### config.mk
export PLATFORM = sky130hd
export DESIGN_NAME = trap_ctrl
export DESIGN_NICKNAME = d
export VERILOG_FILES = /design/src/rtl/trap_ctrl.sv
export SDC_FILE = /design/constraint.sdc
export NUM_CORES = 1
export LEC_CHECK = 0
export BUFFER_PORTS_ARGS = -buffer_cell sky130_fd_sc_hd__buf_2
export CORE_AREA = 2 2 169 171
export CTS_CLUSTER_DIAMETER = 30
export CTS_CLUSTER_SIZE = 30
export DETAILED_ROUTE_END_ITERATION = 10
export DIE_AREA = 0 0 171 173
export GPL_TIMING_DRIVEN = 0
export HOLD_SLACK_MARGIN = 0.03
export SYNTH_ARGS = -nofsm -noshare
export SYNTH_HDL_FRONTEND = slang
export SYNTH_SLANG_ARGS = --single-unit
### constraint.sdc
create_clock -name clk_i -period 2.15 [get_ports clk_i]
set_input_delay 0.1075 -clock clk_i [delete_from_list [all_inputs] [get_ports clk_i]]
set_output_delay 0.1075 -clock clk_i [all_outputs]
set_load 0.05 [all_outputs]
### src/rtl/trap_ctrl.sv
// trap_ctrl: retire-stage trap/return sequencer.
// Picks the highest-priority synchronous exception, enabled M-mode interrupt
// or mret on a valid retiring instruction. It then computes the new
// mcause/mepc/mtval/mstatus, strobes the CSR exception-write port, and
// redirects fetch to the trap vector or to mepc.
// Ports:
//   clk_i, rst_i (async, active-low)
//   retire inputs : valid_i, pc_i, instr_i, exc_*_i, addr_i, mret_i
//   interrupts    : meip_i, mtip_i, mie_meie_i, mie_mtie_i
//   CSR state     : mstatus_q_i, mcause_q_i, mepc_q_i, mtval_q_i, target_i
//   CSR write     : we_exc_o, mcause_d_o, mepc_d_o, mtval_d_o, mstatus_d_o, aux_o
//   pipeline      : stall_o (combinational), flush_o, redirect_o, redirect_pc_o
module trap_ctrl #(
    parameter int unsigned XLEN     = 32,
    parameter bit          VECTORED = 1'b1
) (
    input  logic            clk_i,
    input  logic            rst_i,
    input  logic            valid_i,
    input  logic [XLEN-1:0] pc_i,
    input  logic [XLEN-1:0] instr_i,
    input  logic            exc_fetch_mis_i,
    input  logic            exc_illegal_i,
    input  logic            exc_ebreak_i,
    input  logic            exc_ecall_i,
    input  logic            exc_load_mis_i,
    input  logic            exc_store_mis_i,
    input  logic [XLEN-1:0] addr_i,
    input  logic            mret_i,
    input  logic            meip_i,
    input  logic            mtip_i,
    input  logic            mie_meie_i,
    input  logic            mie_mtie_i,
    input  logic [XLEN-1:0] mstatus_q_i,
    input  logic [XLEN-1:0] mcause_q_i,
    input  logic [XLEN-1:0] mepc_q_i,
    input  logic [XLEN-1:0] mtval_q_i,
    input  logic [XLEN-1:0] target_i,
    output logic            we_exc_o,
    output logic [XLEN-1:0] mcause_d_o,
    output logic [XLEN-1:0] mepc_d_o,
    output logic [XLEN-1:0] mtval_d_o,
    output logic [XLEN-1:0] mstatus_d_o,
    output logic            aux_o,
    output logic            stall_o,
    output logic            flush_o,
    output logic            redirect_o,
    output logic [XLEN-1:0] redirect_pc_o
);

    localparam logic [XLEN-1:0] CAUSE_MEI       = XLEN'(32'h8000_000B);
    localparam logic [XLEN-1:0] CAUSE_MTI       = XLEN'(32'h8000_0007);
    localparam logic [XLEN-1:0] CAUSE_FETCH_MIS = XLEN'(32'd0);
    localparam logic [XLEN-1:0] CAUSE_ILLEGAL   = XLEN'(32'd2);
    localparam logic [XLEN-1:0] CAUSE_EBREAK    = XLEN'(32'd3);
    localparam logic [XLEN-1:0] CAUSE_LOAD_MIS  = XLEN'(32'd4);
    localparam logic [XLEN-1:0] CAUSE_STORE_MIS = XLEN'(32'd6);
    localparam logic [XLEN-1:0] CAUSE_ECALL     = XLEN'(32'd11);

    typedef enum logic [1:0] {
        ST_IDLE     = 2'd0,
        ST_COMMIT   = 2'd1,
        ST_REDIRECT = 2'd2
    } state_t;

    state_t state_q, state_d;

    logic            is_mret_q;
    logic            is_int_q;

    logic            int_mei_c;
    logic            int_mti_c;
    logic            exc_any_c;
    logic            event_c;
    logic            accept_c;
    logic [XLEN-1:0] evt_cause_c;
    logic [XLEN-1:0] evt_tval_c;
    logic [XLEN-1:0] evt_epc_c;
    logic [XLEN-1:0] evt_mstatus_c;
    logic            evt_int_c;
    logic            evt_mret_c;
    logic [XLEN-1:0] trap_mstatus_c;
    logic [XLEN-1:0] mret_mstatus_c;
    logic [XLEN-1:0] redirect_pc_c;

    logic            we_exc_d;
    logic            flush_d;
    logic            redirect_d;
    logic            aux_d;

    // Interrupts count only when globally enabled by mstatus.MIE.
    assign int_mei_c = mstatus_q_i[3] & meip_i & mie_meie_i;
    assign int_mti_c = mstatus_q_i[3] & mtip_i & mie_mtie_i;
    assign exc_any_c = exc_fetch_mis_i | exc_illegal_i | exc_ebreak_i |
                       exc_ecall_i | exc_load_mis_i | exc_store_mis_i;
    assign event_c   = valid_i & (int_mei_c | int_mti_c | exc_any_c | mret_i);

    // mstatus images for trap entry and for mret.
    always_comb begin
        trap_mstatus_c        = mstatus_q_i;
        trap_mstatus_c[7]     = mstatus_q_i[3];
        trap_mstatus_c[3]     = 1'b0;
        trap_mstatus_c[12:11] = 2'b11;
        mret_mstatus_c        = mstatus_q_i;
        mret_mstatus_c[3]     = mstatus_q_i[7];
        mret_mstatus_c[7]     = 1'b1;
        mret_mstatus_c[12:11] = 2'b11;
    end

    // Priority encode the retiring event into cause/tval.
    always_comb begin
        evt_cause_c = '0;
        evt_tval_c  = '0;
        evt_int_c   = 1'b0;
        evt_mret_c  = 1'b0;
        if (int_mei_c) begin
            evt_cause_c = CAUSE_MEI;
            evt_int_c   = 1'b1;
        end else if (int_mti_c) begin
            evt_cause_c = CAUSE_MTI;
            evt_int_c   = 1'b1;
        end else if (exc_fetch_mis_i) begin
            evt_cause_c = CAUSE_FETCH_MIS;
            evt_tval_c  = addr_i;
        end else if (exc_illegal_i) begin
            evt_cause_c = CAUSE_ILLEGAL;
            evt_tval_c  = instr_i;
        end else if (exc_ebreak_i) begin
            evt_cause_c = CAUSE_EBREAK;
            evt_tval_c  = pc_i;
        end else if (exc_ecall_i) begin
            evt_cause_c = CAUSE_ECALL;
        end else if (exc_load_mis_i) begin
            evt_cause_c = CAUSE_LOAD_MIS;
            evt_tval_c  = addr_i;
        end else if (exc_store_mis_i) begin
            evt_cause_c = CAUSE_STORE_MIS;
            evt_tval_c  = addr_i;
        end else if (mret_i) begin
            evt_mret_c  = 1'b1;
        end
    end

    // mret rewrites only mstatus; other CSRs pass through unchanged.
    always_comb begin
        if (evt_mret_c) begin
            evt_cause_c_pass: begin end
            evt_epc_c     = mepc_q_i;
            evt_mstatus_c = mret_mstatus_c;
        end else begin
            evt_epc_c     = {pc_i[XLEN-1:2], 2'b00};
            evt_mstatus_c = trap_mstatus_c;
        end
    end

    // Redirect target, sampled while COMMIT presents mtvec or mepc on target_i.
    always_comb begin
        redirect_pc_c = {target_i[XLEN-1:2], 2'b00};
        if (is_mret_q) begin
            redirect_pc_c = target_i;
        end else if (VECTORED && is_int_q && (target_i[1:0] == 2'b01)) begin
            redirect_pc_c = {target_i[XLEN-1:2], 2'b00} + XLEN'({mcause_d_o[4:0], 2'b00});
        end
    end

    // State register.
    always_ff @(posedge clk_i or negedge rst_i) begin
        if (!rst_i) begin
            state_q <= ST_IDLE;
        end else begin
            state_q <= state_d;
        end
    end

    // Next state and next values of the registered control outputs.
    always_comb begin
        state_d    = state_q;
        accept_c   = 1'b0;
        we_exc_d   = 1'b0;
        flush_d    = 1'b0;
        redirect_d = 1'b0;
        aux_d      = 1'b0;
        case (state_q)
            ST_IDLE: begin
                if (event_c) begin
                    state_d  = ST_COMMIT;
                    accept_c = 1'b1;
                    we_exc_d = 1'b1;
                    flush_d  = 1'b1;
                    aux_d    = evt_mret_c;
                end
            end
            ST_COMMIT: begin
                state_d    = ST_REDIRECT;
                redirect_d = 1'b1;
                flush_d    = 1'b1;
                aux_d      = is_mret_q;
            end
            ST_REDIRECT: begin
                state_d = ST_IDLE;
            end
            default: begin
                state_d = ST_IDLE;
            end
        endcase
    end

    // Stall rises in the accept cycle itself; reset gates the combinational path.
    assign stall_o = rst_i & (accept_c | (state_q != ST_IDLE));

    // Registered outputs and event latches.
    always_ff @(posedge clk_i or negedge rst_i) begin
        if (!rst_i) begin
            we_exc_o      <= 1'b0;
            flush_o       <= 1'b0;
            redirect_o    <= 1'b0;
            aux_o         <= 1'b0;
            mcause_d_o    <= '0;
            mepc_d_o      <= '0;
            mtval_d_o     <= '0;
            mstatus_d_o   <= '0;
            redirect_pc_o <= '0;
            is_mret_q     <= 1'b0;
            is_int_q      <= 1'b0;
        end else begin
            we_exc_o   <= we_exc_d;
            flush_o    <= flush_d;
            redirect_o <= redirect_d;
            aux_o      <= aux_d;
            if (accept_c) begin
                mcause_d_o  <= evt_mret_c ? mcause_q_i : evt_cause_c;
                mepc_d_o    <= evt_epc_c;
                mtval_d_o   <= evt_mret_c ? mtval_q_i : evt_tval_c;
                mstatus_d_o <= evt_mstatus_c;
                is_mret_q   <= evt_mret_c;
                is_int_q    <= evt_int_c;
            end
            if (state_q == ST_COMMIT) begin
                redirect_pc_o <= redirect_pc_c;
            end
        end
    end

endmodule

==> results of run 1 <==
## metrics by stage
step                 util  instance area [um2]  total power, mW  worst slack (ns)  hold slack [ns]
finish              0.496                13700             12.8           0.00421           0.0513
global route        0.496                13700             13.4           -0.0558           0.0512
CTS                 0.492                13600             12.9           -0.0356           0.0310
detailed placement  0.400                11000             9.05            -0.531           0.0728
global placement    0.398                11000             8.99             -2.20            0.300
floorplan               -                 8390             7.54           -0.0593           -0.188
## placed cells by master (no fill, tap or decap), types with 8 or more instances in the layout
cell type and count:
buf_2 457, buf_6 9, o21ai_0 69, a22oi_1 32
xnor2_1 23, dlygate4sd3_1 178, a21oi_1 13, clkbuf_1 33
a2bb2oi_1 64, nand4_1 8, nand3_1 38, clkbuf_16 17
nand2_1 260, o21ai_1 21, nor2_1 19, dfrtp_1 162
mux2i_1 30
## state kept, by name, summed over array words and instances (netlist names)
| register | flops |
|---|---|
| redirect_o | 1 |
| mepc_d_o | 32 |
| aux_o | 1 |
| we_exc_o | 1 |
| is_int_q | 1 |
| flush_o | 1 |
| state_q | 2 |
| mtval_d_o | 32 |
| mstatus_d_o | 31 |
| mcause_d_o | 32 |
| redirect_pc_o | 32 |
| is_mret_q | 1 |
## area by class of cell
cell class,count,area [um2],share of cell area
inverter,8,30.0,0.00219
sequential,167,4190,0.306
clock inverter,14,209,0.0153
antenna,7,17.5,0.00128
clock buffer,17,425,0.0311
multi-input combinational,660,3920,0.287
buffer,74,390,0.0285
tap,378,473,0.0345
timing repair buffer,615,4040,0.295
## layer usage
metal  part of all wire  vias to the layer above
li1                   -                     4474
met1               0.39                     4489
met2               0.51                      427
met3              0.074                       52
met4              0.025                        0
met5                  0                        -
## worst max-delay path by stage
stage / slack [ns] / depth (start not counted) / from / endpoint
floorplan: -0.06 / 7 / mcause_d_o[0] / redirect_pc_o[30]
global placement: -2.20 / 1 / rst_i / mcause_d_o[4]
detailed placement: -0.53 / 9 / mie_meie_i / mcause_d_o[0]
CTS: -0.04 / 7 / mcause_d_o[1] / redirect_pc_o[31]
global route: -0.06 / 6 / mcause_d_o[3] / redirect_pc_o[30]
finish: 0.004 / 6 / mcause_d_o[3] / redirect_pc_o[30]
## cell families after synthesis
kind of cell    count (synthesis)  share of synthesized area
simple gates                  366                      0.187
xor+xnor                       24                     0.0251
flops                         167                      0.500
compound gates                234                      0.193
mux                            30                     0.0359
fa+ha+maj                       6                    0.00988
buf+inv                        82                     0.0487
## worst max-delay path, cell delays in order (launching register included)
cell       delay (ns)
dfrtp_2          0.46
ha_4             0.30
nand3_2          0.08
a2bb2oi_2        0.17
or3_4            0.37
or4_4            0.51
a31oi_1          0.17
## power by group through the flow
stage	clock, mW	sequential (mW)	combinational [mW]
after floorplan	0	6.44	1.10
after CTS	3.53	4.14	5.18
after detailed placement	0	4.19	4.85
after global routing	3.64	4.22	5.51
after global placement	0	4.18	4.81
final	3.43	4.15	5.19
## timing repair
| action | 4_1_cts | 5_1_grt |
|---|---|---|
| resized for setup | 20 | 17 |
| pin swaps | 1 | 3 |
| setup buffers | 4 | 2 |
| endpoints found under the hold margin | 211 | 0 |
| hold buffers | 179 | 0 |
| setup endpoints to repair | 21 | 63 |
==> summary.md, run 1 <==
| Metric | Value |
|---|---|
| Crit path time final | 2.15 ns |
| Sequential power share | 0.325 |
| Yosys reg bits | 167 |
| HP Start | pc_i[3] |
| Initial antenna violation count | 9 |
| CP Launch Type | register |
| Detailed Route Iter0 Violations | 578 |
| Synth top area cells | dfrtp_1, nand2_1, a2bb2oi_1 |
| F_max | 0.466 GHz |
| M1 GR Usage | 0.270 |
| Hold path depth | 3 |
| First-pass GRT wire length | 53900 um |
| Total global-route track usage | 0.235 |
| Sink of the worst hold path | mepc_d_o[3] |
| Residual DRC count | 0 |
| Worst Max-Slew Pin Slew | 0.646 ns |
| Max cap viols | 0 |
| Layout cells sized above 1 | 0.347 |
| Int Pwr | 7.21 mW |
| CTS tree | done |
| Die H | 173 um |
| Post-synth EDFFs | 0 |
| Vias in the first global route | 9703 |
| Pin count of the biggest net entering global routing | 110 |
| Global route total overflow | 0 |
| Final Cycle Share | 0.998 |
| Top-count cell post-synth | nand2_1 |
| Warnings from Yosys | 0 |
| Total CTS buffers | 17 |
| Cell taking the most area after synthesis | dfrtp_1 |
| Crit Path Category | register to register |
| Dpl hpwl | 26600 um |
| Worst-path clk slew | 0.08 ns |
| Synth Cell Area | 8360 um2 |
| PD cells | 933 nW/um2 |
| Seq/Total Area, Yosys | 0.500 |
| Top cell type's share of synthesized area | 0.500 |
| R2R cell count | 6 |
| Outcome | completed |
| Row count | 61 |
| DIE AREA | 29600 um2 |
| Inst Count DP | 1717 |
| CTS H-tree depth | 4 |
| Worst-skew pair later-pin latency | 0.43 ns |
| Synth Instances | 909 |
| Chip width | 171 um |
| Grt peak-use layer | met2 |
| Switch share | 0.435 |
| TNS Setup | 0 ns |
| CTS Root Cell | clkbuf_16 |
| Ys async rst share | 1.00 |
| Worst slew margin | 0.569 |
| Gp weighted congestion | 0.925 |
| Leakage | 6.81 nW |
| Worst path arrival time | 2.48 ns |
| RSZ-0062 raised after global routing | true |
| Clk pwr share | 0.269 |
| Critical Path Sink Type | register |
| Max-slew violations | 0 |
| Vias/cell | 4.87 |
| Setup violators final | 0 |
| Yosys cell types | 50 |
| Sw power | 5.56 mW |
| Finished Layout Cells | 1940 |
| Drt wl/cell | 18.5 um |
| Syn_nets | 1185 |
| Synth top cells by count | nand2_1, dfrtp_1, o21ai_0 |
| Pre-Repair DR Iteration Count | 5 |
| Vias | 9442 |
| Final Hold Viols | 0 |
| Final ANT Viol Nets | 0 |
| Mean Syn Cell Area | 9.19 um2 |
| R2r setup slk | 0.004 ns |
| Worst R2R Start | mcause_d_o[3] |
| Clock Tree Buf Depth | 2 |
| R2R Path End | redirect_pc_o[30] |
| Worst EP required | 2.49 ns |
| Area Overhead vs Synth | 63.8% |
| GR Util met2 | 0.418 |
| Wirelength, routed | 35800 um |
| Filler cell count | 2711 |
| GR Layer Usage met3 | 0.0558 |
| Hold Path Class | input pin to register |
| I/O pin count | 435 |
| Core Region | 27600 um2 |
| Worst Path Max Fanout | 4 |
| Maximum vdd ir drop | 0.405 mV |
| Initial Util | 0.303 |
| CTS sink count | 167 |
| Main flop type after synthesis | dfrtp_1 |
| Skew final | 0.0133 ns |
| Fin nets | 1819 |
| Comb pwr share | 0.406 |
| IO Port Bufs | 429 |
Note: power is estimated with default switching activity, not from simulation.
==> inputs of run 2 (changes only) <==
--- a/config.mk
+++ b/config.mk
@@ -13,6 +13,7 @@
 export DIE_AREA = 0 0 171 173
 export GPL_TIMING_DRIVEN = 0
 export HOLD_SLACK_MARGIN = 0.03
+export SETUP_SLACK_MARGIN = 0.5
 export SYNTH_ARGS = -nofsm -noshare
 export SYNTH_HDL_FRONTEND = slang
 export SYNTH_SLANG_ARGS = --single-unit
==> summary.md, run 2 (synthesis results as in run 1) <==
| Metric | Value |
|---|---|
| Detailed Route Iter0 Violations | 607 |
| Most frequent cells in the layout | buf_2, dlygate4sd3_1, dfrtp_1, nand2_1, nand2_2 |
| F_max | 0.454 GHz |
| FF/Latch Area | 4190 um2 |
| Finished Layout Cells | 2040 |
| Initial antenna violation count | 7 |
| Dpl hpwl | 26800 um |
| DIE AREA | 29600 um2 |
| Worst Path Max Fanout | 4 |
| Final ANT Viol Nets | 0 |
| Fin util | 0.610 |
| Total CTS buffers | 17 |
| Die H | 173 um |
| Fin nets | 1917 |
| CP Launch Type | register |
| Worst Max-Slew Pin Slew | 0.871 ns |
| Global route total overflow | 0 |
| CTS Root Cell | clkbuf_16 |
| Crit Path Category | register to register |
| Worst R2R Start | mcause_d_o[4] |
| Core Region | 27600 um2 |
| Row count | 61 |
| Crit path launch | mcause_d_o[4] |
| Clock Tree Buf Depth | 2 |
| Drt wl/cell | 20.4 um |
| Pre-CTS WS | -0.289 ns |
| Failing checks | hold timing, setup timing |
| RSZ-0062 raised after global routing | true |
| Vias in the first global route | 10900 |
| Filler cell count | 2316 |
| IO Port Bufs | 429 |
| Vias/cell | 4.99 |
| R2r setup slk | -0.05 ns |
| Hold_buf cts | 182 |
| Gp weighted congestion | 0.894 |
| Worst path arrival time | 2.55 ns |
| CTS sink count | 167 |
| Area Overhead vs Synth | 102% |
| Leakage | 8.16 nW |
| Max-slew violations | 0 |
| Worst setup margin | -0.0513 ns |
| Skew final | 0.0205 ns |
| Worst EP required | 2.49 ns |
| Max cap viols | 0 |
| Vias | 10200 |
| Final Cycle Share | 1.02 |
| I/O pin count | 435 |
| Worst setup path endpoint | redirect_pc_o[30] |
| Layout cells sized above 1 | 0.540 |
| Inst Count DP | 1717 |
| Wirelength, routed | 41600 um |
| Multi-input gate area | 5180 um2 |
| Hold Path Class | input pin to asynchronous set/reset pin |
| Final Hold Viols | 100 |
| Maximum vdd ir drop | 0.558 mV |
| Pre-Repair DR Iteration Count | 5 |
| Residual DRC count | 0 |
| Worst-path clk slew | 0.07 ns |
| Hold slack | -0.311 ns |
| Initial Util | 0.303 |
| Setup violators final | 2 |
| CTS tree | done |
| First-pass GRT wire length | 60600 um |
| Outcome | finished with violations |
| Chip width | 171 um |
| CTS H-tree depth | 4 |
| Commonest non-fill, non-tap cell in the layout | buf_2 |
| Critical Path Sink Type | register |
| R2R Path End | redirect_pc_o[30] |
| Pin count of the biggest net entering global routing | 103 |
| PD cells | 846 nW/um2 |
| Worst-skew pair later-pin latency | 0.44 ns |
| Worst slew margin | 0.419 |
| R2R cell count | 6 |
| Crit path time final | 2.20 ns |
| Total global-route track usage | 0.268 |
run 2: cell count changes in the layout (fill, tap and decap cells not counted), moves of 29 or more:
| cell | change |
|---|---|
| buf_4 | +29 |
| nand2_2 | +101 |
| nand2_1 | -153 |
| o21ai_0 | -66 |
| o21ai_2 | +37 |
| nand2_4 | +52 |
| buf_12 | +31 |
| o21ai_1 | +29 |
run 2: layout make-up:
type                            instances  share of cell area
Clock buffer                           19              0.0263
Clock inverter                         13             0.00854
Inverter                                8             0.00304
Sequential cell                       167               0.248
Antenna cell                            8             0.00119
Tap cell                              378              0.0281
Buffer                                 74              0.0452
Multi-Input combinational cell        660               0.307
Timing Repair Buffer                  713               0.332
run 2: per-stage QoR:
step / instance area [um2] / TNS [ns] / total power [mW]
after floorplan: 8690 / -0.0568 / 7.67
after global placement: 11300 / -341.18 / 9.15
after detailed placement: 11400 / -24.46 / 9.20
after CTS: 16000 / -0.0357 / 13.8
after global routing: 16900 / -0.711 / 14.8
final: 16900 / -0.0800 / 14.3
run 2: worst max-delay path: stages (launching register included):
cell,delay [ns]
dfrtp_2,0.45
ha_4,0.30
nand3_2,0.09
a2bb2oi_2,0.21
or3_4,0.37
or4_1,0.51
a31oi_1,0.18
run 2: worst min path at each step:
stage | endpoint
after floorplan | aux_o
after global placement | mstatus_d_o[28]
after detailed placement | mstatus_d_o[13]
after CTS | mstatus_d_o[18]
after global routing | mstatus_d_o[13]
final | mstatus_d_o[13]
run 2: per-layer routing:
| layer | global-route usage | wire, um | vias to the layer above |
|---|---|---|---|
| li1 | - | - | 4687 |
| met1 | 0.293 | 15000 | 4944 |
| met2 | 0.491 | 22500 | 456 |
| met3 | 0.0602 | 2750 | 95 |
| met4 | 0.113 | 1350 | 2 |
| met5 | 0 | 13 | - |
run 2: timing repair:
action	in CTS	in global routing
endpoints found under the setup margin	162	162
pin swaps	199	113
resized for setup	303	170
cloned	22	1
endpoints found under the hold margin	254	100
setup buffers	62	16
run 2: report_power, final:
group / switching [mW] / leakage, nW / internal, mW
logic: 4.30 / 5.77 / 2.47
clock network: 1.41 / 0.277 / 1.76
registers: 0.527 / 2.12 / 3.79
total: 6.24 / 8.16 / 8.02
